## config.mk

```make
export PLATFORM = sky130hd
export DESIGN_NAME = fifo_uart_tx
export DESIGN_NICKNAME = d
export VERILOG_FILES = /design/src/rtl/vib_uart_pkg.sv /design/src/rtl/uart_baud_counter.sv /design/src/rtl/fifo_uart_tx.sv
export SDC_FILE = /design/constraint.sdc
export NUM_CORES = 1
export LEC_CHECK = 0
export CAP_MARGIN = 20
export CORE_UTILIZATION = 36
export DETAILED_ROUTE_END_ITERATION = 6
export SYNTH_ARGS = -nofsm -noshare
export SYNTH_HDL_FRONTEND = slang
export SYNTH_SLANG_ARGS = --single-unit
```

## constraint.sdc

```tcl
create_clock -name sys_clock -period 2.51 [get_ports sys_clock]
set_clock_uncertainty 0.05 [all_clocks]
set_input_delay 0.502 -clock sys_clock [delete_from_list [all_inputs] [get_ports sys_clock]]
set_output_delay 0.502 -clock sys_clock [all_outputs]
set_load 0.1 [all_outputs]
```

## src/rtl/vib_uart_pkg.sv

```systemverilog
// ---------------------------------------------------------------------------
// vib_uart_pkg
// Shared definitions for the vibration-sample UART path (transmitter today,
// the matching receiver later).
//   state_t    : transmitter FSM state encoding (3 bits)
//   DATA_BITS  : payload bits per UART frame
//   clog2()    : elaboration-time ceil(log2), never narrower than 1 bit
// ---------------------------------------------------------------------------
package vib_uart_pkg;

  localparam int DATA_BITS = 8;

  typedef enum logic [2:0] {
    IDLE  = 3'd0,
    FETCH = 3'd1,
    WAIT  = 3'd2,
    START = 3'd3,
    DATA  = 3'd4,
    STOP  = 3'd5
  } state_t;

  // Counter widths derived from this must hold the value (value-1), so a
  // result of 0 is bumped to 1 to keep every counter at least one bit wide.
  function automatic int clog2(input int value);
    int r;
    r = 0;
    while ((1 << r) < value) r++;
    return (r < 1) ? 1 : r;
  endfunction

endpackage

```

## src/rtl/uart_baud_counter.sv

```systemverilog
// ---------------------------------------------------------------------------
// uart_baud_counter
// Bit-period timer shared by the UART transmitter and receiver. Counts
// 0..CLKS_PER_BIT-1 while run is high and wraps on its own, so consecutive
// bits are timed from a fresh zero and no error accumulates across a frame.
// Ports:
//   sys_clock  in  system clock
//   reset      in  asynchronous active-high reset
//   clear      in  synchronous clear to zero (has priority over run)
//   run        in  advance the count this cycle
//   last_tick  out high in the final cycle of a bit period
//   pre_tick   out high in the second-to-last cycle of a bit period, so a
//                  caller can register a flag that lines up with last_tick
// ---------------------------------------------------------------------------
module uart_baud_counter
  import vib_uart_pkg::*;
#(
  parameter int CLKS_PER_BIT = 10
) (
  input  logic sys_clock,
  input  logic reset,
  input  logic clear,
  input  logic run,
  output logic last_tick,
  output logic pre_tick
);

  localparam int CNT_W = clog2(CLKS_PER_BIT);
  localparam logic [CNT_W-1:0] CNT_LAST = CNT_W'(CLKS_PER_BIT - 1);
  localparam logic [CNT_W-1:0] CNT_PRE  = CNT_W'(CLKS_PER_BIT - 2);

  logic [CNT_W-1:0] cnt;

  // NOTE: sequential state is written only with <= so every flop in the
  // design samples pre-edge values, independent of block ordering.
  always_ff @(posedge sys_clock or posedge reset) begin
    if (reset) begin
      cnt <= '0;
    end else if (clear) begin
      cnt <= '0;
    end else if (run) begin
      cnt <= (cnt == CNT_LAST) ? '0 : cnt + CNT_W'(1);
    end
  end

  assign last_tick = run && (cnt == CNT_LAST);
  assign pre_tick  = run && (cnt == CNT_PRE);

endmodule

```

## src/rtl/fifo_uart_tx.sv

```systemverilog
// ---------------------------------------------------------------------------
// fifo_uart_tx
// Drains bytes from the sample FIFO (one-cycle read strobe, data valid
// RD_LATENCY cycles later) and sends each one as UART 8N1, LSB first.
// Keeps running while enable is high and the FIFO is non-empty; dropping
// enable lets the frame in flight finish before going idle.
// Parameters:
//   CLK_HZ      system clock frequency in Hz
//   BAUD        line rate in bit/s (CLK_HZ/BAUD, truncated, must be >= 2)
//   RD_LATENCY  cycles from the read-strobe cycle until fifo_dout is valid
// Ports:
//   sys_clock   in  system clock, all logic on the rising edge
//   reset       in  asynchronous active-high reset, clears all state
//   enable      in  permission to start new frames (sampled only in IDLE)
//   fifo_empty  in  FIFO empty flag (sampled only in IDLE)
//   fifo_dout   in  FIFO read data
//   fifo_rd_en  out one-cycle read strobe
//   tx          out serial line, idle high
//   busy        out high whenever the FSM is not in IDLE
//   byte_done   out one-cycle pulse in the last cycle of each stop bit
// ---------------------------------------------------------------------------
module fifo_uart_tx
  import vib_uart_pkg::*;
#(
  parameter int CLK_HZ     = 50_000_000,
  parameter int BAUD       = 115_200,
  parameter int RD_LATENCY = 2
) (
  input  logic                 sys_clock,
  input  logic                 reset,
  input  logic                 enable,
  input  logic                 fifo_empty,
  input  logic [DATA_BITS-1:0] fifo_dout,
  output logic                 fifo_rd_en,
  output logic                 tx,
  output logic                 busy,
  output logic                 byte_done
);

  localparam int CLKS_PER_BIT = CLK_HZ / BAUD;
  localparam int WAIT_W       = clog2(RD_LATENCY);
  localparam logic [WAIT_W-1:0] WAIT_LAST = WAIT_W'(RD_LATENCY - 1);
  localparam logic [2:0]        LAST_BIT  = 3'(DATA_BITS - 1);

  state_t               state;
  logic [WAIT_W-1:0]    wait_cnt;
  logic [DATA_BITS-1:0] shreg;
  logic [2:0]           bit_idx;

  logic bit_phase;
  logic last_tick;
  logic pre_tick;

  // The baud timer only runs while a bit is on the line. Holding it clear
  // everywhere else, plus its own wrap on last_tick, means it is at zero on
  // entry to START, to each DATA bit and to STOP.
  assign bit_phase = (state == START) || (state == DATA) || (state == STOP);

  uart_baud_counter #(
    .CLKS_PER_BIT (CLKS_PER_BIT)
  ) u_baud (
    .sys_clock (sys_clock),
    .reset     (reset),
    .clear     (!bit_phase),
    .run       (bit_phase),
    .last_tick (last_tick),
    .pre_tick  (pre_tick)
  );

  // Every output is a flop written alongside the state change that implies
  // it, so tx/busy/fifo_rd_en switch in the same cycle the new state begins.
  always_ff @(posedge sys_clock or posedge reset) begin
    if (reset) begin
      state      <= IDLE;
      tx         <= 1'b1;
      fifo_rd_en <= 1'b0;
      busy       <= 1'b0;
      byte_done  <= 1'b0;
      wait_cnt   <= '0;
      shreg      <= '0;
      bit_idx    <= '0;
    end else begin
      byte_done <= 1'b0;
      case (state)
        IDLE: begin
          tx <= 1'b1;
          if (enable && !fifo_empty) begin
            fifo_rd_en <= 1'b1;
            busy       <= 1'b1;
            state      <= FETCH;
          end
        end

        // The strobe lasts exactly this one cycle, giving the FIFO a single
        // falling edge per byte.
        FETCH: begin
          fifo_rd_en <= 1'b0;
          wait_cnt   <= '0;
          state      <= WAIT;
        end

        // The byte is committed once the strobe has fired; fifo_empty is not
        // looked at again until the next IDLE.
        WAIT: begin
          if (wait_cnt == WAIT_LAST) begin
            shreg <= fifo_dout;
            tx    <= 1'b0;
            state <= START;
          end else begin
            wait_cnt <= wait_cnt + WAIT_W'(1);
          end
        end

        START: begin
          if (last_tick) begin
            tx      <= shreg[0];
            bit_idx <= '0;
            state   <= DATA;
          end
        end

        // tx is loaded with the bit that will be in shreg[0] after the shift.
        DATA: begin
          if (last_tick) begin
            shreg <= shreg >> 1;
            if (bit_idx == LAST_BIT) begin
              tx    <= 1'b1;
              state <= STOP;
            end else begin
              tx      <= shreg[1];
              bit_idx <= bit_idx + 3'd1;
            end
          end
        end

        // pre_tick one cycle early lands the registered pulse on the final
        // stop-bit cycle.
        STOP: begin
          byte_done <= pre_tick;
          if (last_tick) begin
            busy  <= 1'b0;
            state <= IDLE;
          end
        end

        default: begin
          tx         <= 1'b1;
          fifo_rd_en <= 1'b0;
          busy       <= 1'b0;
          state      <= IDLE;
        end
      endcase
    end
  end

endmodule

```

Word level (Yosys, flattened, before mapping)
Index checks and enable logic that the tools add are counted.
Widths: inputs -> output; s select.
- multiplexer cells: 27
- reduce and logical (&&, ||, !) cells: 19
- equality and inequality tests: 15
- bitwise operators: 3
- add/sub/neg operators: 3
- operators by type and width (kind ; count):
    $mux 3 ; 8
    $eq 9x9->1 const B ; 2
    $mux 9 ; 2
    $pmux 3 s6 ; 1
    $mux 8 ; 2
    $pmux 8 s2 ; 1
    $ne 2x2->1 const B ; 6
    $add 9x1->9 const B ; 1
    $eq 3x3->1 const B ; 3
    $mux 1 ; 8
    $reduce_and 4->1 ; 2
    $reduce_or 4->1 ; 2
    $eq 3x2->1 const B ; 2
    $pmux 3 s2 ; 1
    $reduce_and 3->1 ; 2
    $reduce_and 6->1 ; 1
    $reduce_bool 2->1 ; 3
    $pmux 1 s2 ; 2
    $pmux 1 s4 ; 1
    $add 3x1->3 const B ; 1
    $eq 3x1->1 const B ; 1
    $logic_and 1x1->1 ; 3
    $logic_not 3->1 ; 1
    $not 1->1 ; 3
    other kinds (7) ; 8
- output and inout bits: 4
- bits of input ports: 12
- flip-flop bits (word level): 28

Longest topological paths before layout
Gate-level depths: netlist (run 1).
- depth after elaboration: 6
- mapped depth: 7
- mapped depth without buffers: 6

By module
Synthesis (run 1) repeated with hierarchy kept, for this count alone.
- cells, all modules: 152
- area total of the unflattened synthesis: 1632.8 µm²
- by module, submodules not included (module ; cells each ; area each (µm²) ; instances ; seq. area each (µm²)):
    fifo_uart_tx ; 92 ; 1093.5 ; 1 ; 476.7
    uart_baud_counter ; 60 ; 539.3 ; 1 ; 225.2

Worst setup path before layout (run 1)
OpenSTA, ideal clock, no wires.
- kind: register to register
- start: reg u_baud.cnt[1]
- end: reg shreg[0]
- slack: 0.724 ns
- arrival: 1.611 ns
- setup time: 0.125 ns
- cell stages (with the launch flop): 8
- buffers on the path: 1
- path through: dfrtp_1 inv_1 ha_1 and4bb_4 nand2_2 a211o_1 buf_6 mux2_4
- cells in the longest elaborated chain, start to end: 4
- RTL lines (element ; line ; source):
    from (decl) ; uart_baud_counter.sv:32 ; logic [CNT_W-1:0] cnt;
    from (signal assigned) ; uart_baud_counter.sv:42 ; cnt <= (cnt == CNT_LAST) ? '0 : cnt + CNT_W'(1);
    $eq 9x9->1 ; uart_baud_counter.sv:46 ; assign last_tick = run && (cnt == CNT_LAST);
    $logic_and 1x1->1 ; uart_baud_counter.sv:46 ;
    $ne 2x2->1 (no line) ; - ;
    $reduce_and 3->1 (no line) ; - ;
    to (signal assigned) ; fifo_uart_tx.sv:106 ; shreg <= fifo_dout;
    to (signal assigned) ; fifo_uart_tx.sv:125 ; shreg <= shreg >> 1;
    to (decl) ; fifo_uart_tx.sv:47 ; logic [DATA_BITS-1:0] shreg;
Every way passes these cells.
A chain may end at the register's enable or synchronous reset.

Worst setup path in the final report (run 1)
- start: reg state[1]
- end: reg shreg[6]
- cells in the longest elaborated chain, start to end: 6
- elaborated cells between the ends (all ways): 12
- classes of those cells: eq/ne (6); mux (1); reduce/logical (5)
- RTL lines (element ; line ; source):
    from (decl) ; fifo_uart_tx.sv:45 ; state_t state;
    from (signal assigned) ; fifo_uart_tx.sv:74 ; state <= IDLE;
    from (signal assigned) ; fifo_uart_tx.sv:90 ; state <= FETCH;
    from (signal assigned) ; fifo_uart_tx.sv:99 ; state <= WAIT;
    $eq 3x2->1 or $eq 3x3->1 (tied branches) ; fifo_uart_tx.sv:57, fifo_uart_tx.sv:84 ;
    $logic_or 1x1->1 (2 in a row) ; fifo_uart_tx.sv:57 ; assign bit_phase = (state == START) || (state == DATA) || (state == STOP);
    $logic_and 1x1->1 ; uart_baud_counter.sv:46 ;
    $ne 2x2->1 (no line) ; - ;
    $reduce_and 3->1 (no line) ; - ;
Parallel ways exist; a longest one is shown, timed or not.

==> results of run 1 <==
## kinds of logic (layout without fill, tap and decap cells)
family	count (synthesis)	count (layout)
AND/OR/NAND/NOR	50	50
flip-flops	28	28
AO/OA/AOI/OAI	23	23
multiplexers	16	16
buffers and inverters	13	26
XOR/XNOR	7	7
adder cells (fa/ha/maj)	5	5
## worst max-delay path: cells and delay by family (launching register included)
family	cells	cell delay, ns
DFF	1	0.55
muxes	1	0.34
and+or+nand+nor	2	0.56
AOI/OAI and AO/OA	1	0.46
## synthesized netlist by cell type, drive strengths merged, types with 3 or more instances
| master | instances | area share, % |
|---|---|---|
| a21oi | 7 | 2.3 |
| buf | 5 | 2.0 |
| clkbuf | 3 | 0.73 |
| dfrtp | 27 | 44 |
| ha | 5 | 4.0 |
| inv | 5 | 1.2 |
| mux2 | 16 | 14 |
| nand2 | 5 | 1.4 |
| nand2b | 4 | 1.8 |
| nand3 | 6 | 1.9 |
| nor2 | 16 | 4.4 |
| nor2b | 3 | 1.2 |
| o21ai | 6 | 1.9 |
| xor2 | 6 | 3.4 |
## per-layer routing
layer  track usage (%)  wire, um  up-vias  part of all wire, %
li1                  -         -      523                    -
met1              18.3      1320      528                   48
met2              22.0      1340       14                   49
met3              1.52        58        2                  2.1
met4              5.85        19        0                 0.69
met5                 0         0        -                    0
## through the flow
| step | worst slack (ns) | utilization [%] | total power, uW | area, um2 |
|---|---|---|---|---|
| after floorplan | 0.724 | - | 492 | 1550 |
| after global placement | 0.539 | 42.5 | 514 | 1720 |
| after detailed placement | 0.423 | 42.5 | 516 | 1720 |
| after CTS | 0.408 | 43.8 | 795 | 1780 |
| after global routing | 0.317 | 43.8 | 818 | 1780 |
| final | 0.441 | 43.8 | 781 | 1780 |
## where the power goes
group / leakage [uW] / total (uW) / switching, uW / internal, uW
registers: 0.000333 / 461 / 3.92 / 457
logic: 0.000418 / 44.6 / 14.8 / 29.8
clock network: 0.0000288 / 275 / 135 / 140
## layout make-up
type,count,area (um2)
Fill cell,374,2280
Tap cell,50,62.6
Inverter,5,18.8
Clock buffer,4,55.1
Timing Repair Buffer,17,155
Sequential cell,28,702
Multi-Input combinational cell,101,786
## path summary, 6_finish.rpt
path                          start            end  slack (ns)
setup / recovery           state[1]       shreg[6]        0.44
hold / removal             shreg[5]       shreg[5]        0.47
setup reg to reg           state[1]       shreg[6]        0.44
hold reg to reg            shreg[5]       shreg[5]        0.47
max in group asynchronous     reset  u_baud.cnt[2]        1.34
min in group asynchronous     reset       shreg[3]        0.49
## flip-flops by register name, indices dropped and copies added (netlist names)
name and flops:
state 3, bit_idx 3, busy 1, wait_cnt 1, tx 1, byte_done 1, u_baud.cnt 9, shreg 8
fifo_rd_en 1
==> metrics.csv, run 1 <==
metric,value,unit
hold_path_depth,1,
wirelength,2740,um
clkSinkCount,28,
muxShareOfSynthArea,13.6,%
rsz0062_at_grt,false,
grt_util_all_layers,13.7,%
die_height,67.6,um
syn_area,1550,um2
ir_worst_vdd,160,uV
synth-compound-area-share,9.94,%
dp.cells,201,
cts_buffer_depth,2,
layout_commonest_cell,dfrtp_1,
synth_top_family_by_area,simple AND/OR/NAND/NOR gates,
crit_path_end_kind,flip-flop,
place_congestion,0.817,
grt_overflow,0,
ff2ff_path_depth,4,
yosysWarningCount,0,
final_cell_mix,"27 x dfrtp_1, 15 x nor2_1, 11 x clkdlybuf4s50_1",
cts-root-buf,clkbuf_8,
final_nets,173,
drc,0,
finalSetupViolCount,0,
yosysUniqueCellTypes,42,
grt_max_degree,18,
viasPerCell,5.20,
cp_slowest_stage_delay,0.55,ns
drive_gt1_share,21.3,%
port_buffers,15,
synth_nets,159,
syn_to_final_growth,14.9,%
final-max-slew-violation-count,0,
dieArea,4570,um2
stdcell_count,205,
cts_max_level,1,
status,completed,
drt_pre_antenna_iters,4,
clkTransAtPathRegs,0.09,ns
antenna_found_initial,0,
relSlewSlack,68.4,%
crit_arrival,2.18,ns
drt_iter0_markers,44,
num_rows,23,
initial_core_util,38.2,%
p_per_area,439,nW/um2
cts_hold_buf,0,
synth_ff_type,dfrtp_1,
postCtsSetupRepairBufs,0,
synthCells,142,
fin_crit,2.07,ns
ys_seq_area_share,45.3,%
ant_nets,0,
tns,0,ns
crit_type,reg -> reg,
dieWidth,67.6,um
dp_hpwl,2050,um
wl_per_cell,13.3,um
worst_slew_pin_slew,0.474,ns
synthArstFlopShare,100,%
cp_max_fo,17,
startpoint_type,flip-flop,
ys_ff_latch,28,
hold_viol_final,0,
grt_pass1_wl,4690,um
cap_violations,0,
synthAdderAreaFrac,4.04,%
worstPathRequired,2.62,ns
finalCritPeriodShare,82.4,%
cts_buffers,3,
clock_latency,0.27,ns
tritoncts,yes,
grt_pass1_vias,1033,
cts-resized-gates,0,
hold_path_class,reg -> reg,
path_cells,nand2b_2 -> nor2_4 -> a211o_1 -> mux2_4,
pin_count,16,
fmax,483,MHz
cpMaxStageDelayCell,dfrtp_1,
synth_xor_area_share,3.96,%
core_area,4060,um2
avgSynthCellArea,10.9,um2
diodes,0,
synth_edf_count,0,
synth-simple-area-share,19.2,%
whs,0.467,ns
leakage,0.000780,uW
num_vias,1067,
Note: power is estimated with default switching activity, not from simulation.
==> run 2: changes to the inputs <==
==> constraint.sdc (replaced) <==
create_clock -name sys_clock -period 1.8 [get_ports sys_clock]
set_clock_uncertainty 0.05 [all_clocks]
set_input_delay 0.36 -clock sys_clock [delete_from_list [all_inputs] [get_ports sys_clock]]
set_output_delay 0.36 -clock sys_clock [all_outputs]
set_load 0.1 [all_outputs]
==> run 2 against run 1 <==
  * Final area up 12%
  * Sequential share of layout area down 4.2 points
  * Combinational power up 39%
  * First-iteration DRC count is 20% lower
  * Register-to-register slack got worse by 0.44 ns
  * Count of clock-buffer cells in the layout is the same
  * Worst hold slack worse by 0.087 ns
  * Via count grew 5.6%
  * Final cell count up 7.8%
  * Critical endpoint is now shreg[3]
==> metrics.csv, run 2 (synthesis gave the netlist of run 1 again) <==
metric,value,unit,change
dieWidth,67.6,um,unchanged
wirelength,2960,um,+8.2%
hold_viol_final,0,,unchanged
ff2ff_path_depth,6,,+2
finalSetupViolCount,0,,unchanged
hold_path_class,in -> async,,
clkSinkCount,28,,unchanged
whs,0.380,ns,-0.0866 ns
clkTransAtPathRegs,0.10,ns,about the same
cts_max_level,1,,unchanged
cts_hold_buf,0,,unchanged
cts_buffers,3,,unchanged
p_per_area,558,nW/um2,+27%
dieArea,4570,um2,unchanged
wl_per_cell,13.4,um,+0.39%
grt_pass1_wl,5100,um,+8.8%
cpMaxStageDelayCell,dfrtp_1,,
num_rows,23,,unchanged
cap_violations,0,,unchanged
crit_arrival,1.92,ns,-0.26 ns
r2r_setup_slack,0.002,ns,-0.44 ns
final-max-slew-violation-count,0,,unchanged
initial_core_util,38.2,%,unchanged
cp_max_fo,8,,-9
diodes,0,,unchanged
syn_to_final_growth,28.7,%,
startpoint_type,flip-flop,,
status,completed,,
timing.rr.start,u_baud.cnt[1],,
port_buffers,15,,unchanged
dp_hpwl,2150,um,+5.2%
top_regs,"u_baud.cnt (9), shreg (8)",,
crit_type,reg -> reg,,
worst_slew_pin_slew,0.375,ns,-0.0989 ns
worstPathRequired,1.92,ns,-0.70 ns
cts_buffer_depth,2,,unchanged
die_height,67.6,um,unchanged
drt_pre_antenna_iters,4,,unchanged
antenna_found_initial,0,,unchanged
viasPerCell,5.10,,-2.0%
grt_overflow,0,,unchanged
rr_endpoint,shreg[3],,
cp_slowest_stage_delay,0.41,ns,-0.14 ns
path_cells,inv_2 -> ha_4 -> and4bb_4 -> nand2_4 -> a211o_4 -> mux2_4,,
grt_pass1_vias,1126,,+9.0%
pin_count,16,,unchanged
crit_path_end_kind,flip-flop,,
grt_max_degree,29,,+11
dp.cells,215,,+7.0%
post-route-util,49.1,%,+5.3 points
core_area,4060,um2,unchanged
cts-root-buf,clkbuf_8,,
clock_latency,0.28,ns,about the same
stdcell_area,1990,um2,+12%
rsz0062_at_grt,true,,
final_cell_mix,"27 x dfrtp_1, 17 x buf_4, 15 x nor2_1",,
dpl_cell_area,1890,um2,+9.7%
drc,0,,unchanged
drt_iter0_markers,35,,-20%
fill_cells,345,,-7.8%
fmax,556,MHz,+15%
relSlewSlack,74.7,%,+6.3 points
stdcell_count,221,,+7.8%
ir_worst_vdd,286,uV,+79%
final_nets,189,,+9.2%
fin_crit,1.80,ns,-0.271 ns
largest_reg_flops,9,,unchanged
layout_commonest_cell,dfrtp_1,,
num_vias,1127,,+5.6%
finalCritPeriodShare,99.9,%,+17 points
place_congestion,0.821,,+0.42%
regMostFlops,u_baud.cnt,,
drive_gt1_share,31.0,%,+9.7 points
leakage,0.000883,uW,+13%
tritoncts,yes,,
ant_nets,0,,unchanged
grt_util_all_layers,15.2,%,+1.5 points
[run 2: how the worst max path moves through the flow]
stage / start / end / slack [ns] / depth (start not counted)
2_1_floorplan: u_baud.cnt[1] / shreg[0] / 0.01 / 7
3_3_place_gp: u_baud.cnt[1] / shreg[2] / -0.007 / 6
3_5_place_dp: u_baud.cnt[1] / shreg[5] / -0.06 / 6
4_1_cts: u_baud.cnt[1] / shreg[5] / 0.007 / 6
6_report: u_baud.cnt[1] / shreg[3] / 0.002 / 6
5_1_grt: u_baud.cnt[1] / shreg[3] / -0.06 / 6
[run 2: layer usage]
metal	global-route usage (%)	wire length [um]	vias to the layer above
met2	25.0	1390	17
li1	-	-	557
met5	0	0	-
met1	19.5	1450	548
met4	6.38	50	0
met3	2.53	66	5
[run 2: cell type report]
class	count	area, um2	share of cell area, %
Inverter	5	18.8	0.942
Sequential cell	28	702	35.2
Clock buffer	4	55.1	2.76
Multi-Input combinational cell	101	817	41.0
Timing Repair Buffer	33	338	16.9
Tap cell	50	62.6	3.14
[run 2: worst max-delay path: cells and delay by family (launching register included)]
kind                       cells  cell delay (ns)
adders and majority gates      1             0.11
muxes                          1             0.32
DFF                            1             0.41
AOI/OAI and AO/OA              1             0.41
and+or+nand+nor                2             0.31
buffers and inverters          1             0.08
[run 2: timing repair]
item,in CTS,in global routing
buffers inserted,0,2
gates resized for setup,2,5
endpoints found under the setup margin,8,9
pin swaps,0,1
[run 2: power breakdown]
| group | leakage, uW | switching (uW) | internal (uW) |
|---|---|---|---|
| clock | 0.0000288 | 210 | 197 |
| combinational | 0.000521 | 20.6 | 41.6 |
| sequential | 0.000333 | 5.67 | 638 |
| total | 0.000883 | 237 | 876 |
[run 2: per-stage QoR]
stage                     setup TNS, ns  worst slack, ns  total power (uW)
after CTS                             0          0.00657              1120
after global placement          -0.0488         -0.00695               717
final                                 0          0.00216              1110
after global routing             -0.400          -0.0611              1150
after detailed placement         -0.413          -0.0603               720
after floorplan                       0           0.0142               686
